--- src/rtl/wb_pkg.sv ---
// wb_pkg: shared encodings for the writeback select stage.
// Holds the writeback source codes, the load funct3 codes and the
// datapath-width legality check used at elaboration time.
package wb_pkg;

  // Writeback source select codes
  localparam logic [1:0] WB_ALU = 2'd0;
  localparam logic [1:0] WB_MEM = 2'd1;
  localparam logic [1:0] WB_PC4 = 2'd2;
  localparam logic [1:0] WB_IMM = 2'd3;

  // Load type codes (funct3 of the load instruction)
  localparam logic [2:0] F3_LB  = 3'b000;
  localparam logic [2:0] F3_LH  = 3'b001;
  localparam logic [2:0] F3_LW  = 3'b010;
  localparam logic [2:0] F3_LD  = 3'b011;
  localparam logic [2:0] F3_LBU = 3'b100;
  localparam logic [2:0] F3_LHU = 3'b101;
  localparam logic [2:0] F3_LWU = 3'b110;

  // Only RV32 and RV64 datapaths are supported
  function automatic bit xlen_is_legal(input int xlen);
    return (xlen == 32) || (xlen == 64);
  endfunction

  // Two to four writeback sources are supported
  function automatic bit num_src_is_legal(input int num_src);
    return (num_src >= 2) && (num_src <= 4);
  endfunction

endpackage

--- src/rtl/wb_select_stage_load_extract.sv ---
// load_extract: combinational sub-word extraction of a raw data-memory word.
// The byte lane comes from the low address bits, aligned down to the access
// size; the selected byte/half/word is then sign- or zero-extended to XLEN.
// On a 32-bit datapath the top lane bit is ignored and LD/LWU/111 act as LW.
module load_extract
  import wb_pkg::*;
#(
  parameter int XLEN = 64
) (
  input  logic [XLEN-1:0] read_data,
  input  logic [2:0]      load_funct3,
  input  logic [2:0]      addr_lsb,
  output logic [XLEN-1:0] load_data
);

  logic [2:0]      lane_s;
  logic [XLEN-1:0] shifted_s;

  // Pick the byte lane, aligned down to the access size
  always_comb begin
    lane_s = 3'd0;
    case (load_funct3)
      F3_LB, F3_LBU: lane_s = addr_lsb;
      F3_LH, F3_LHU: lane_s = {addr_lsb[2:1], 1'b0};
      F3_LW, F3_LWU: lane_s = {addr_lsb[2], 2'b00};
      default:       lane_s = 3'd0;
    endcase
    if (XLEN == 32) begin
      lane_s[2] = 1'b0;
    end else begin
      lane_s[2] = lane_s[2];
    end
  end

  assign shifted_s = read_data >> {lane_s, 3'b000};

  // Extend the selected field to the full datapath width
  always_comb begin
    load_data = shifted_s;
    case (load_funct3)
      F3_LB:   load_data = XLEN'(signed'(shifted_s[7:0]));
      F3_LH:   load_data = XLEN'(signed'(shifted_s[15:0]));
      F3_LW:   load_data = XLEN'(signed'(shifted_s[31:0]));
      F3_LD:   load_data = shifted_s;
      F3_LBU:  load_data = XLEN'(shifted_s[7:0]);
      F3_LHU:  load_data = XLEN'(shifted_s[15:0]);
      F3_LWU:  load_data = XLEN'(shifted_s[31:0]);
      default: load_data = shifted_s;
    endcase
  end

endmodule

--- src/rtl/wb_select_stage.sv ---
// wb_select_stage: MEM/WB pipeline register with the writeback source mux.
// Selects ALU / load / PC+4 / immediate, registers it with flush > stall >
// capture priority and drives the register-file write port. x0 is never
// written. Optional macro WB_BYPASS_EN adds a registered forwarding port.
module wb_select_stage
  import wb_pkg::*;
#(
  parameter int XLEN    = 64,
  parameter int NUM_SRC = 4,
  parameter int REG_AW  = 5
) (
  input  logic              clk,
  input  logic              rst_n,
  input  logic              in_valid,
  input  logic              stall,
  input  logic              flush,
  input  logic [1:0]        wb_sel,
  input  logic [XLEN-1:0]   alu_result,
  input  logic [XLEN-1:0]   read_data,
  input  logic [XLEN-1:0]   pc_plus4,
  input  logic [XLEN-1:0]   imm,
  input  logic [2:0]        load_funct3,
  input  logic [2:0]        addr_lsb,
  input  logic [REG_AW-1:0] rd_in,
  input  logic              reg_write_in,
`ifdef WB_BYPASS_EN
  output logic              byp_valid,
  output logic [REG_AW-1:0] byp_rd,
  output logic [XLEN-1:0]   byp_data,
`endif
  output logic              wb_valid,
  output logic              reg_write,
  output logic [REG_AW-1:0] rd,
  output logic [XLEN-1:0]   write_data
);

  generate
    if (!xlen_is_legal(XLEN)) begin : g_bad_xlen
      $error("wb_select_stage: XLEN must be 32 or 64");
    end
    if (!num_src_is_legal(NUM_SRC)) begin : g_bad_num_src
      $error("wb_select_stage: NUM_SRC must be 2..4");
    end
  endgenerate

  logic [XLEN-1:0]   load_data_s;
  logic [XLEN-1:0]   sel_data_s;
  logic              wb_valid_d, wb_valid_q;
  logic              reg_write_d, reg_write_q;
  logic [REG_AW-1:0] rd_d, rd_q;
  logic [XLEN-1:0]   write_data_d, write_data_q;

  load_extract #(.XLEN(XLEN)) u_load_extract (
    .read_data   (read_data),
    .load_funct3 (load_funct3),
    .addr_lsb    (addr_lsb),
    .load_data   (load_data_s)
  );

  // Writeback source mux; codes beyond the configured sources fall back to ALU
  always_comb begin
    sel_data_s = alu_result;
    if ({30'd0, wb_sel} >= 32'(NUM_SRC)) begin
      sel_data_s = alu_result;
    end else begin
      case (wb_sel)
        WB_ALU:  sel_data_s = alu_result;
        WB_MEM:  sel_data_s = load_data_s;
        WB_PC4:  sel_data_s = pc_plus4;
        WB_IMM:  sel_data_s = imm;
        default: sel_data_s = alu_result;
      endcase
    end
  end

  // Next state of the stage register: flush empties, stall holds, else capture
  always_comb begin
    wb_valid_d   = wb_valid_q;
    reg_write_d  = reg_write_q;
    rd_d         = rd_q;
    write_data_d = write_data_q;
    if (flush) begin
      wb_valid_d  = 1'b0;
      reg_write_d = 1'b0;
    end else if (stall) begin
      wb_valid_d  = wb_valid_q;
      reg_write_d = reg_write_q;
    end else begin
      wb_valid_d   = in_valid;
      reg_write_d  = in_valid & reg_write_in & (rd_in != {REG_AW{1'b0}});
      rd_d         = rd_in;
      write_data_d = sel_data_s;
    end
  end

  // Stage register with asynchronous clear
  always_ff @(posedge clk or negedge rst_n) begin
    if (!rst_n) begin
      wb_valid_q   <= 1'b0;
      reg_write_q  <= 1'b0;
      rd_q         <= {REG_AW{1'b0}};
      write_data_q <= {XLEN{1'b0}};
    end else begin
      wb_valid_q   <= wb_valid_d;
      reg_write_q  <= reg_write_d;
      rd_q         <= rd_d;
      write_data_q <= write_data_d;
    end
  end

  assign wb_valid   = wb_valid_q;
  assign reg_write  = reg_write_q;
  assign rd         = rd_q;
  assign write_data = write_data_q;

`ifdef WB_BYPASS_EN
  assign byp_valid = reg_write_q & wb_valid_q;
  assign byp_rd    = rd_q;
  assign byp_data  = write_data_q;
`endif

endmodule

--- config.mk ---
export PLATFORM = sky130hd
export DESIGN_NAME = wb_select_stage
export DESIGN_NICKNAME = d
export VERILOG_FILES = /design/src/rtl/wb_pkg.sv /design/src/rtl/wb_select_stage_load_extract.sv /design/src/rtl/wb_select_stage.sv
export SDC_FILE = /design/constraint.sdc
export NUM_CORES = 1
export LEC_CHECK = 0
export BUFFER_PORTS_ARGS = -buffer_cell sky130_fd_sc_hd__buf_2
export CAP_MARGIN = 5
export CORE_AREA = 3 3 132 134
export CTS_CLUSTER_SIZE = 30
export DETAILED_ROUTE_END_ITERATION = 7
export DIE_AREA = 0 0 135 137
export GPL_TIMING_DRIVEN = 0
export PLACE_DENSITY = 0.76
export REMOVE_ABC_BUFFERS = 1
export SYNTH_ARGS = -nofsm -noshare
export SYNTH_HDL_FRONTEND = slang
export SYNTH_HIERARCHICAL = 1
export SYNTH_SLANG_ARGS = --single-unit
--- constraint.sdc ---
create_clock -name clk -period 0.8 [get_ports clk]
set_clock_uncertainty 0.05 [all_clocks]
set_input_delay 0.04 -clock clk [delete_from_list [all_inputs] [get_ports clk]]
set_output_delay 0.04 -clock clk [all_outputs]
set_load 0.1 [all_outputs]
# Yosys cells after proc, flatten, opt, wreduce, memory -nomap -nowiden
# Index checks and enable logic that the tools add are counted.
[word_totals]
register_bits = 71
out_inout_bits = 71
in_bits = 275
[classes]
n_reduce_logical = 7
bitwise_logic = 4
n_shift = 1
mux = 7
eq_ne = 9
[op_table]
columns = ["cell", "n"]
rows = [
  ["$pmux W64 S6", 1],
  ["$pmux W64 S4", 1],
  ["$shr A64 B6 Y64", 1],
  ["$eq A3 B3 Y1 const B", 3],
  ["$pmux W3 S3", 1],
  ["$reduce_or A2 Y1", 3],
  ["$reduce_bool A5 Y1", 1],
  ["$eq A2 B2 Y1 const B", 2],
  ["$mux W1", 4],
  ["$eq A3 B1 Y1 const B", 1],
  ["$eq A3 B2 Y1 const B", 1],
  ["$logic_not A3 Y1", 1],
  ["$and A1 B1 Y1", 2],
  ["$eq A2 B1 Y1 const B", 1],
  ["$logic_not A2 Y1", 1],
  ["$ne A2 B1 Y1 const B", 1],
  ["$not A1 Y1", 2],
  ["$reduce_and A2 Y1", 1],
]

# Longest topological paths before layout
# Gate-level depths: netlist of the first run.
[logic_depth]
word_depth = 6
mapped_depth = 11
depth_no_buf = 8

# Cells and area by module
# Netlist of the first run, hierarchy kept.
[modules_own_cells]
columns = ["mod", "area_per_inst_um2", "seq_area_each_um2", "cells_per_inst", "n_inst"]
rows = [
  ["wb_select_stage", 4606.9, 1776.7, 387, 1],
  ["load_extract", 1824.2, 0.0, 342, 1],
]

# Worst setup path after synthesis of the first run
# OpenSTA, ideal clock, no wires.
[synth_path]
path_kind = "input -> register"
start = "in addr_lsb[0]"
end = "reg write_data_q[33] (netlist: write_data[33])"
required_time_ps = 617
path_buffers = 2
arrival_time_ps = 1863
setup_slack_ps = -1246
stages = 10
setup_time_ps = 133
path_cell_list = "nor2b_1 > buf_2 > mux2i_1 > a2bb2oi_1 > o211a_1 > nor4_4 > buf_2 > nand2_1 > mux2i_1 > o221ai_2"
[synth_between]
elab_chain_len = 4
[synth_lines]
columns = ["element", "line_no", "text"]
rows = [
  ["start, declared", "wb_select_stage.sv:23", "input logic [2:0] addr_lsb,"],
  ["$pmux W3 S3", "wb_select_stage_load_extract.sv:22", "case (load_funct3)"],
  ["$shr A64 B6 Y64", "wb_select_stage_load_extract.sv:35", "assign shifted_s = read_data >> {lane_s, 3'b000};"],
  ["$pmux W64 S6", "wb_select_stage_load_extract.sv:40", "case (load_funct3)"],
  ["net load_data_s[33]", "wb_select_stage.sv:46", "logic [XLEN-1:0] load_data_s;"],
  ["$pmux W64 S4", "wb_select_stage.sv:66", "case (wb_sel)"],
  ["end signal, assigned", "wb_select_stage.sv:102", "write_data_q <= {XLEN{1'b0}};"],
  ["end signal, assigned", "wb_select_stage.sv:107", "write_data_q <= write_data_d;"],
  ["end, declared", "wb_select_stage.sv:51", "logic [XLEN-1:0] write_data_d, write_data_q;"],
]
# The timed path passes the listed nets, and every way through them passes these cells.
# A chain may end at the register's enable or synchronous reset.

# Worst setup path after layout of the first run
[layout_path]
start = "in load_funct3[0]"
end = "reg write_data_q[24] (netlist: write_data[24])"
[layout_between]
elab_chain_len = 6
elab_cells_between_ends = 13
[layout_lines]
columns = ["element", "line_no", "text"]
rows = [
  ["start, declared", "wb_select_stage.sv:22", "input logic [2:0] load_funct3,"],
  ["$eq A3 B2 Y1, or another cell as far along", "wb_select_stage_load_extract.sv:22, wb_select_stage_load_extract.sv:40", ""],
  ["$reduce_or A2 Y1", "wb_select_stage_load_extract.sv:22", ""],
  ["$pmux W3 S3", "wb_select_stage_load_extract.sv:22", ""],
  ["$shr A64 B6 Y64", "wb_select_stage_load_extract.sv:35", ""],
  ["$pmux W64 S6 (*)", "wb_select_stage_load_extract.sv:40", ""],
  ["net load_data_s[24]", "wb_select_stage.sv:46", ""],
  ["$pmux W64 S4 (*)", "wb_select_stage.sv:66", ""],
]
# Mark *: on every way through the listed nets, which the timed path passes. The rest lies on a longest branch.

==> run_results.csv, run 1 <==
group,metric,value,unit
outcome,status,"finished with violations",
outcome,violations,"negative hold slack, negative setup slack",
setup_path,cpPeakStageDelay,0.28,ns
clocking,clk_pin_slew_worst_paths,0.06,ns
logic_synthesis,netlist_instances,729,
logic_synthesis,synth_top_family_by_area,"multiplexers",
timing,period_share,243,%
timing,worst_pin_slew,0.786,ns
setup_path,cp_cell_sequence,"buf_16 > nor2b_4 > mux2i_1 > a2bb2oi_2 > o211a_1 > buf_4 > nor3_4 > buf_8 > buf_12 > nand2_4 > mux2i_2 > o221ai_2",
timing,tns,-80.86,ns
global_routing,grtUsageMet2,60.4,%
setup_path,crit_buf_inv,4,
setup_path,path_class,"in2reg",
setup_path,worstPathArrival,2.10,ns
cells_and_area,stdcell_count,1437,
global_routing,grt_pass1_wl,49500,um
setup_path,reg2reg_to,"write_data[4]$_DFFE_PN0P_",
clocking,clockBufferDepth,2,
global_routing,busiest_layer,"met2",
timing,rsz0062_at_grt,"yes",
routing,routed_wl,36200,um
routing,dr.pass1.iters,5,
setup_path,critPathSlowestCell,"mux2i_1",
clocking,clk_latency,0.34,ns
global_routing,grt_max_degree,71,
logic_synthesis,synthArstFlopShare,100,%
pwr,ir_worst_vdd,1.51,mV
logic_synthesis,synth_compound_area_share,22.4,%
logic_synthesis,muxShareOfSynthArea,24.1,%
setup_path,reg2reg_slack,-0.17,ns
cells_and_area,utilization,74.1,%
logic_synthesis,ys_warn_count,6,
die,die_area,0.0185,sq mm
global_routing,grt_use_met1,39.4,%
timing,slew_violations,0,
global_routing,antenna_found_initial,2,
clocking,numCtsBuffers,9,
setup_path,endpoint_kind,"flop",
logic_synthesis,synth_area,0.00643,sq mm
routing,drc,0,
clocking,clock_sinks,71,
cells_and_area,regArea,0.00178,sq mm
setup_path,reg2regPathDepth,3,
global_routing,global_route.usage.met3,9.56,%
timing,period_minus_slack,1.95,ns
die,die_h,137,um
setup_path,crit_family,"buffers and inverters",
routing,via_count,8616,
die,die_w,135,um
cells_and_area,syn_to_final_growth,89.0,%
clocking,cts_tree,"built",
job,cap_violations,0,
setup_path,endpoint,"write_data[24]$_DFFE_PN0P_",
logic_synthesis,ys_seq_area_share,27.6,%
routing,via_per_inst,6.00,
place,place_area,0.00824,sq mm
setup_path,critical_path_required,0.96,ns
cells_and_area,fill_cells,1012,
place,hpwl,19000,um
global_routing,overflow,0,
logic_synthesis,ys_types,54,
timing,fmax,514,MHz
clocking,htreeDepth,3,
logic_synthesis,ys_ff_latch,71,
global_routing,grt_pass1_vias,8695,
setup_path,start_kind,"input port",
pwr,p_leak,5.84,nW
setup_path,crit_path_start,"load_funct3[0]",
logic_synthesis,synth_xor_area_share,0,%
place,place_inst,1238,
die,start_util,39.2,%
place,place_congestion,0.817,
logic_synthesis,yosys.area_share.simple,19.9,%
logic_synthesis,synth_fa_ha_area_share,0,%
die,num_io_pins,346,
timing,layout_setup_ws,-1.15,ns
timing,setup_violations,142,
routing,drt_iter0_drc,715,
timing,hold_ws,-0.386,ns
cells_and_area,fin_nets,1485,
setup_path,path_max_fanout,7,
logic_synthesis,synth-edff-count,0,
setup_path,regToRegStartpoint,"write_data[4]$_DFFE_PN0P_",
logic_synthesis,avgSynthCellArea,8.82,sq um
setup_path,crit_cells,12,
worst_hold_path,worstHoldPathType,"in2async",
cells_and_area,multiInputGateArea,0.00493,sq mm
routing,wl_per_cell,25.2,um
routing,antenna_left,0,
pwr,powerDensity,1800,mW/mm^2
logic_synthesis,synth-main-ff-cell,"dfrtp_1",
global_routing,track_usage,35.2,%
timing,hold_viol,69,
cells_and_area,postLayoutCellArea,0.0122,sq mm
clocking,clockRootBuffer,"clkbuf_16",
die,num_rows,47,
die,core,0.0164,sq mm
timing,slew_headroom,47.6,%
place,numPortBuffers,345,
cells_and_area,final_layout_size_suffix_gt1_share,51.9,%
==> placed cells by master (no fill, tap or decap), drive strengths merged, types with 2 or more instances in the layout <==
master,n
clkbuf,10
nand3,20
and3,5
a221o,4
buf,424
clkinv,5
mux2,3
nand2b,6
and2,3
inv,3
dfrtp,71
a21oi,14
or2,2
o22ai,2
a211oi,5
nand2,236
dlygate4sd3,103
o21ai,39
o221ai,68
nor3,2
a22oi,2
nor2,16
bufbuf,2
diode,2
mux2i,136
nor3b,4
nor2b,3
mux4,7
==> state kept, by name, indices dropped and copies added (netlist names) <==
| signal | flops |
|---|---|
| write_data | 64 |
| rd | 5 |
| reg_write | 1 |
| wb_valid | 1 |
==> Yosys cell counts (all sizes together), types with 7 or more instances <==
library cell	n	share of area, %
mux4	7	2.5
dfrtp	71	28
mux2i	136	21
a21oi	14	1.1
buf	40	4.4
clkbuf	24	1.4
nor2	16	1.1
nand3	20	1.6
o21ai	39	3.0
o221ai	68	15
nand2	235	14
==> metrics by stage <==
stage	power [mW]	setup slack, ns
floorplan	11.0	-2.11
CTS	20.8	-1.01
detailed placement	13.4	-3.21
global route	22.4	-1.17
global placement	13.3	-4.40
finish	21.8	-1.15
==> how the worst min path moves through the flow <==
stage | start | to | cells past startpoint
floorplan | rst_n | rd[0]$_DFFE_PN0P_ | 0
global placement | rd_in[0] | rd[0]$_DFFE_PN0P_ | 3
detailed placement | rst_n | write_data[28]$_DFFE_PN0P_ | 1
CTS | rst_n | write_data[28]$_DFFE_PN0P_ | 1
global route | rst_n | write_data[28]$_DFFE_PN0P_ | 1
finish | rst_n | write_data[24]$_DFFE_PN0P_ | 1
==> report_power, final <==
part	internal [mW]	switching, mW	total [mW]
Clock	2.42	1.80	4.22
Sequential	4.17	0.683	4.85
Combinational	5.06	7.69	12.7
==> area by class of cell <==
class                           count  share of cell area, %
Timing Repair Buffer              530                   40.0
Clock inverter                      7                  0.587
Sequential cell                    71                   14.6
Clock buffer                        9                   1.85
Multi-Input combinational cell    595                   40.5
Inverter                            3                  0.124
Antenna cell                        2                 0.0412
Tap cell                          220                   2.27
==> what timing repair did <==
item	in CTS	in global routing
setup endpoints to repair	140	141
gates cloned	8	0
hold buffers	102	1
hold endpoints to repair	104	49
buffers inserted	38	33
resized for setup	403	98
pin swaps	49	26
==> worst reg2reg max path, stage by stage (launching register included) <==
cell and delay, ns:
dfrtp_1 0.43, buf_4 0.15, nand2_1 0.08, o221ai_2 0.11
==> metal layers <==
layer | up-vias | wire, um
li1 | 3651 | -
met1 | 4048 | 12500
met2 | 717 | 17800
met3 | 200 | 3730
met4 | 0 | 2210
met5 | - | 0
==> cells by family (layout without fill, tap and decap cells) <==
group                  Yosys count  after routing
AOI/OAI and AO/OA              146            146
buffers and inverters           67            549
DFF                             71             71
muxes                          146            146
other                            0              2
and+or+nand+nor                299            303
Note: power is estimated with default switching activity, not from simulation.
==> run 2: changes to the inputs <==
ABC_AREA = 1   (was not set)
CELL_PAD_IN_SITES_DETAIL_PLACEMENT = 1   (was not set)
CELL_PAD_IN_SITES_GLOBAL_PLACEMENT = 2   (was not set)
CORE_AREA = not set   (was 3 3 132 134)
CORE_MARGIN = 3   (was not set)
CORE_UTILIZATION = 23   (was not set)
DIE_AREA = not set   (was 0 0 135 137)
PLACE_DENSITY = 0.84   (was 0.76)
clock period = 2 ns   (was 0.8 ns; I/O delays follow)
==> run 2 against run 1 <==
The run now ends clean. Area after synthesis up 14%. Register-to-register slack better by 0.94 ns. Sequential power down 64%. Via count up 12%. Count of clock-buffer cells in the layout unchanged. Critical path depth up 3. First-iteration DRC count down 53%. Combinational power down 70%. Flip-flop and latch count unchanged. Global-route usage down 13 points. Power down 65%. Critical endpoint is now write_data[22]$_DFFE_PN0P_. Largest power group unchanged.
==> run_results.csv, run 2 <==
group,metric,value,unit
global_routing,grt_pass1_vias,9900,
cells_and_area,final_layout_size_suffix_gt1_share,30.0,%
routing,drt_iter0_drc,338,
global_routing,track_usage,22.6,%
timing,slew_headroom,48.2,%
pwr,total_power,7.54,mW
logic_synthesis,yosys.area_share.simple,42.4,%
clocking,clockBufferDepth,2,
global_routing,grt_max_degree,137,
logic_synthesis,synth_compound_area_share,19.4,%
logic_synthesis,ys_ff_latch,71,
setup_path,path_class,"in2reg",
logic_synthesis,synth_top_family_by_area,"simple AND/OR/NAND/NOR gates",
cells_and_area,syn_to_final_growth,41.2,%
timing,period_share,92.7,%
global_routing,grt_pass1_wl,58800,um
die,num_rows,64,
routing,routed_wl,40000,um
timing,worst_pin_slew,0.777,ns
routing,antenna_left,0,
timing,slew_violations,0,
logic_synthesis,ys_top_cells_by_count,"459 x nand2_1, 171 x nand3_1, 107 x inv_1",
cells_and_area,fin_nets,1822,
logic_synthesis,synth_top_area_cell,"dfrtp_1",
clocking,cts_tree,"built",
cells_and_area,fill_cells,4098,
routing,drc,0,
routing,wl_per_cell,20.5,um
logic_synthesis,synth.top_cell.area_share,24.3,%
setup_path,start_kind,"input port",
clocking,clockRootBuffer,"clkbuf_16",
pwr,ir_worst_vdd,0.673,mV
job,cap_violations,0,
global_routing,antenna_found_initial,6,
setup_path,endpoint_kind,"flop",
global_routing,overflow,0,
timing,rsz0062_at_grt,"no",
die,start_util,23.6,%
timing,hold_viol,0,
logic_synthesis,ys_warn_count,6,
cells_and_area,final_cell_mix,"457 x nand2_1, 341 x buf_2, 166 x nand3_1, 102 x inv_1, 72 x a21oi_1",
logic_synthesis,synth-edff-count,0,
logic_synthesis,synth_area,0.00731,sq mm
timing,fmax,540,MHz
place,place_area,0.00908,sq mm
logic_synthesis,avgSynthCellArea,6.02,sq um
logic_synthesis,synthArstFlopShare,100,%
die,die_h,184,um
place,numPortBuffers,345,
routing,via_per_inst,4.95,
timing,period_minus_slack,1.85,ns
die,die_area,0.0340,sq mm
die,num_io_pins,346,
place,hpwl,25400,um
logic_synthesis,netlist_instances,1214,
place,place_inst,1864,
logic_synthesis,synth-main-ff-cell,"dfrtp_1",
routing,via_count,9643,
pwr,p_leak,5.76,nW
pwr,powerDensity,730,mW/mm^2
cells_and_area,stdcell_count,1949,
logic_synthesis,synth_xor_area_share,0,%
logic_synthesis,ys_types,31,
worst_hold_path,worstHoldPathType,"in2reg",
setup_path,worstPathArrival,2.06,ns
setup_path,path_max_fanout,14,
routing,dr.pass1.iters,7,
logic_synthesis,muxShareOfSynthArea,0,%
clocking,numCtsBuffers,9,
clocking,clock_sinks,71,
logic_synthesis,synth_most_common_cell,"nand2_1",
clocking,clk_latency,0.36,ns
cells_and_area,postLayoutCellArea,0.0103,sq mm
cells_and_area,layout_commonest_cell,"nand2_1",
timing,setup_violations,0,
clocking,htreeDepth,3,
logic_synthesis,ys_seq_area_share,24.3,%
cells_and_area,largest_reg_flops,64,
die,die_w,184,um
logic_synthesis,synth_fa_ha_area_share,0,%
cells_and_area,multiInputGateArea,0.00482,sq mm
cells_and_area,regArea,0.00178,sq mm
place,place_congestion,0.767,
logic_synthesis,synthTopCellsByArea,"dfrtp_1 24%, nand2_1 24%, nand3_1 12%, o21bai_1 6.6%, inv_1 5.5%",
setup_path,critical_path_required,2.20,ns
clocking,clk_pin_slew_worst_paths,0.07,ns
die,core,0.0310,sq mm
outcome,status,"complete, no violations",
timing,tns,0,ns
==> run 2: changes by cell type after synthesis, sizes merged, moves of 7 or more <==
cell    change
a21oi      +58
mux2i     -136
mux4        -7
o211ai     +32
o21ai      +16
nor2        +8
nand3     +155
buf        +36
nand2     +230
inv       +110
o21bai     +64
o221ai     -68
nand4      +33
==> run 2: cell type report <==
| class | count | area share [%] |
|---|---|---|
| multi-input combinational | 946 | 46.7 |
| tap | 396 | 4.80 |
| antenna | 1 | 0.0242 |
| timing repair inverter | 1 | 0.0727 |
| timing repair buffer | 405 | 23.2 |
| clock buffer | 9 | 2.18 |
| inverter | 113 | 4.60 |
| sequential | 71 | 17.2 |
| clock inverter | 7 | 1.18 |
==> run 2: worst paths after layout <==
check / startpoint / to / slack [ns] / depth (start not counted)
worst max-delay path: load_funct3[1] / write_data[22]$_DFFE_PN0P_ / 0.15 / 15
worst min-delay path: pc_plus4[15] / write_data[15]$_DFFE_PN0P_ / 0.004 / 5
worst max register to register: reg_write$_DFFE_PN0P_ / reg_write$_DFFE_PN0P_ / 0.77 / 3
worst min register to register: write_data[43]$_DFFE_PN0P_ / write_data[43]$_DFFE_PN0P_ / 0.42 / 2
max in group asynchronous: rst_n / write_data[39]$_DFFE_PN0P_ / 1.11 / 3
min in group asynchronous: rst_n / write_data[40]$_DFFE_PN0P_ / 0.19 / 2
==> run 2: stage by stage <==
step	worst slack [ns]	hold WS, ns	utilization (%)
floorplan	-0.745	-0.246	-
global placement	-2.74	0.278	28.9
detailed placement	-2.50	0.0504	29.3
CTS	-0.0295	0.000137	32.6
global route	0.0176	0.0162	33.3
finish	0.147	0.00416	33.3
==> run 2: kinds of logic after synthesis <==
group                  after synthesis
buffers and inverters              209
flip-flops                          71
AO/OA/AOI/OAI                      228
AND/OR/NAND/NOR                    706
==> run 2: what timing repair did <==
item	4_1_cts	5_1_grt
hold buffers	23	0
pin swaps	9	5
endpoints found under the setup margin	64	57
setup buffers	19	12
hold endpoints to repair	52	0
resized for setup	33	18
gates cloned	12	1
==> run 2: layer usage <==
layer | up-vias | part of all wire [%] | wire length [um] | global-route usage, %
li1 | 4669 | - | - | -
met1 | 4598 | 44 | 17500 | 28.1
met2 | 308 | 48 | 19400 | 39.9
met3 | 56 | 5.9 | 2370 | 5.13
met4 | 12 | 1.9 | 773 | 5.20
met5 | - | 0.16 | 64 | 0
==> run 2: power breakdown <==
| part | switching [mW] | leakage (nW) | internal [mW] | total [mW] |
|---|---|---|---|---|
| registers | 0.120 | 0.891 | 1.65 | 1.77 |
| logic | 2.88 | 4.70 | 0.891 | 3.77 |
| clock network | 0.776 | 0.170 | 1.23 | 2.00 |
==> run 2: critical path, cell delays in order <==
cell	delay (ns)
buf_8	0.19
nand2_4	0.14
nand2_8	0.14
clkinvlp_4	0.16
buf_4	0.23
nand2_2	0.14
clkinvlp_4	0.20
nand2_1	0.12
nand2_1	0.06
nand2_1	0.06
nand2_1	0.05
o21bai_1	0.23
nand3_1	0.11
nand2_1	0.07
nand2_1	0.04
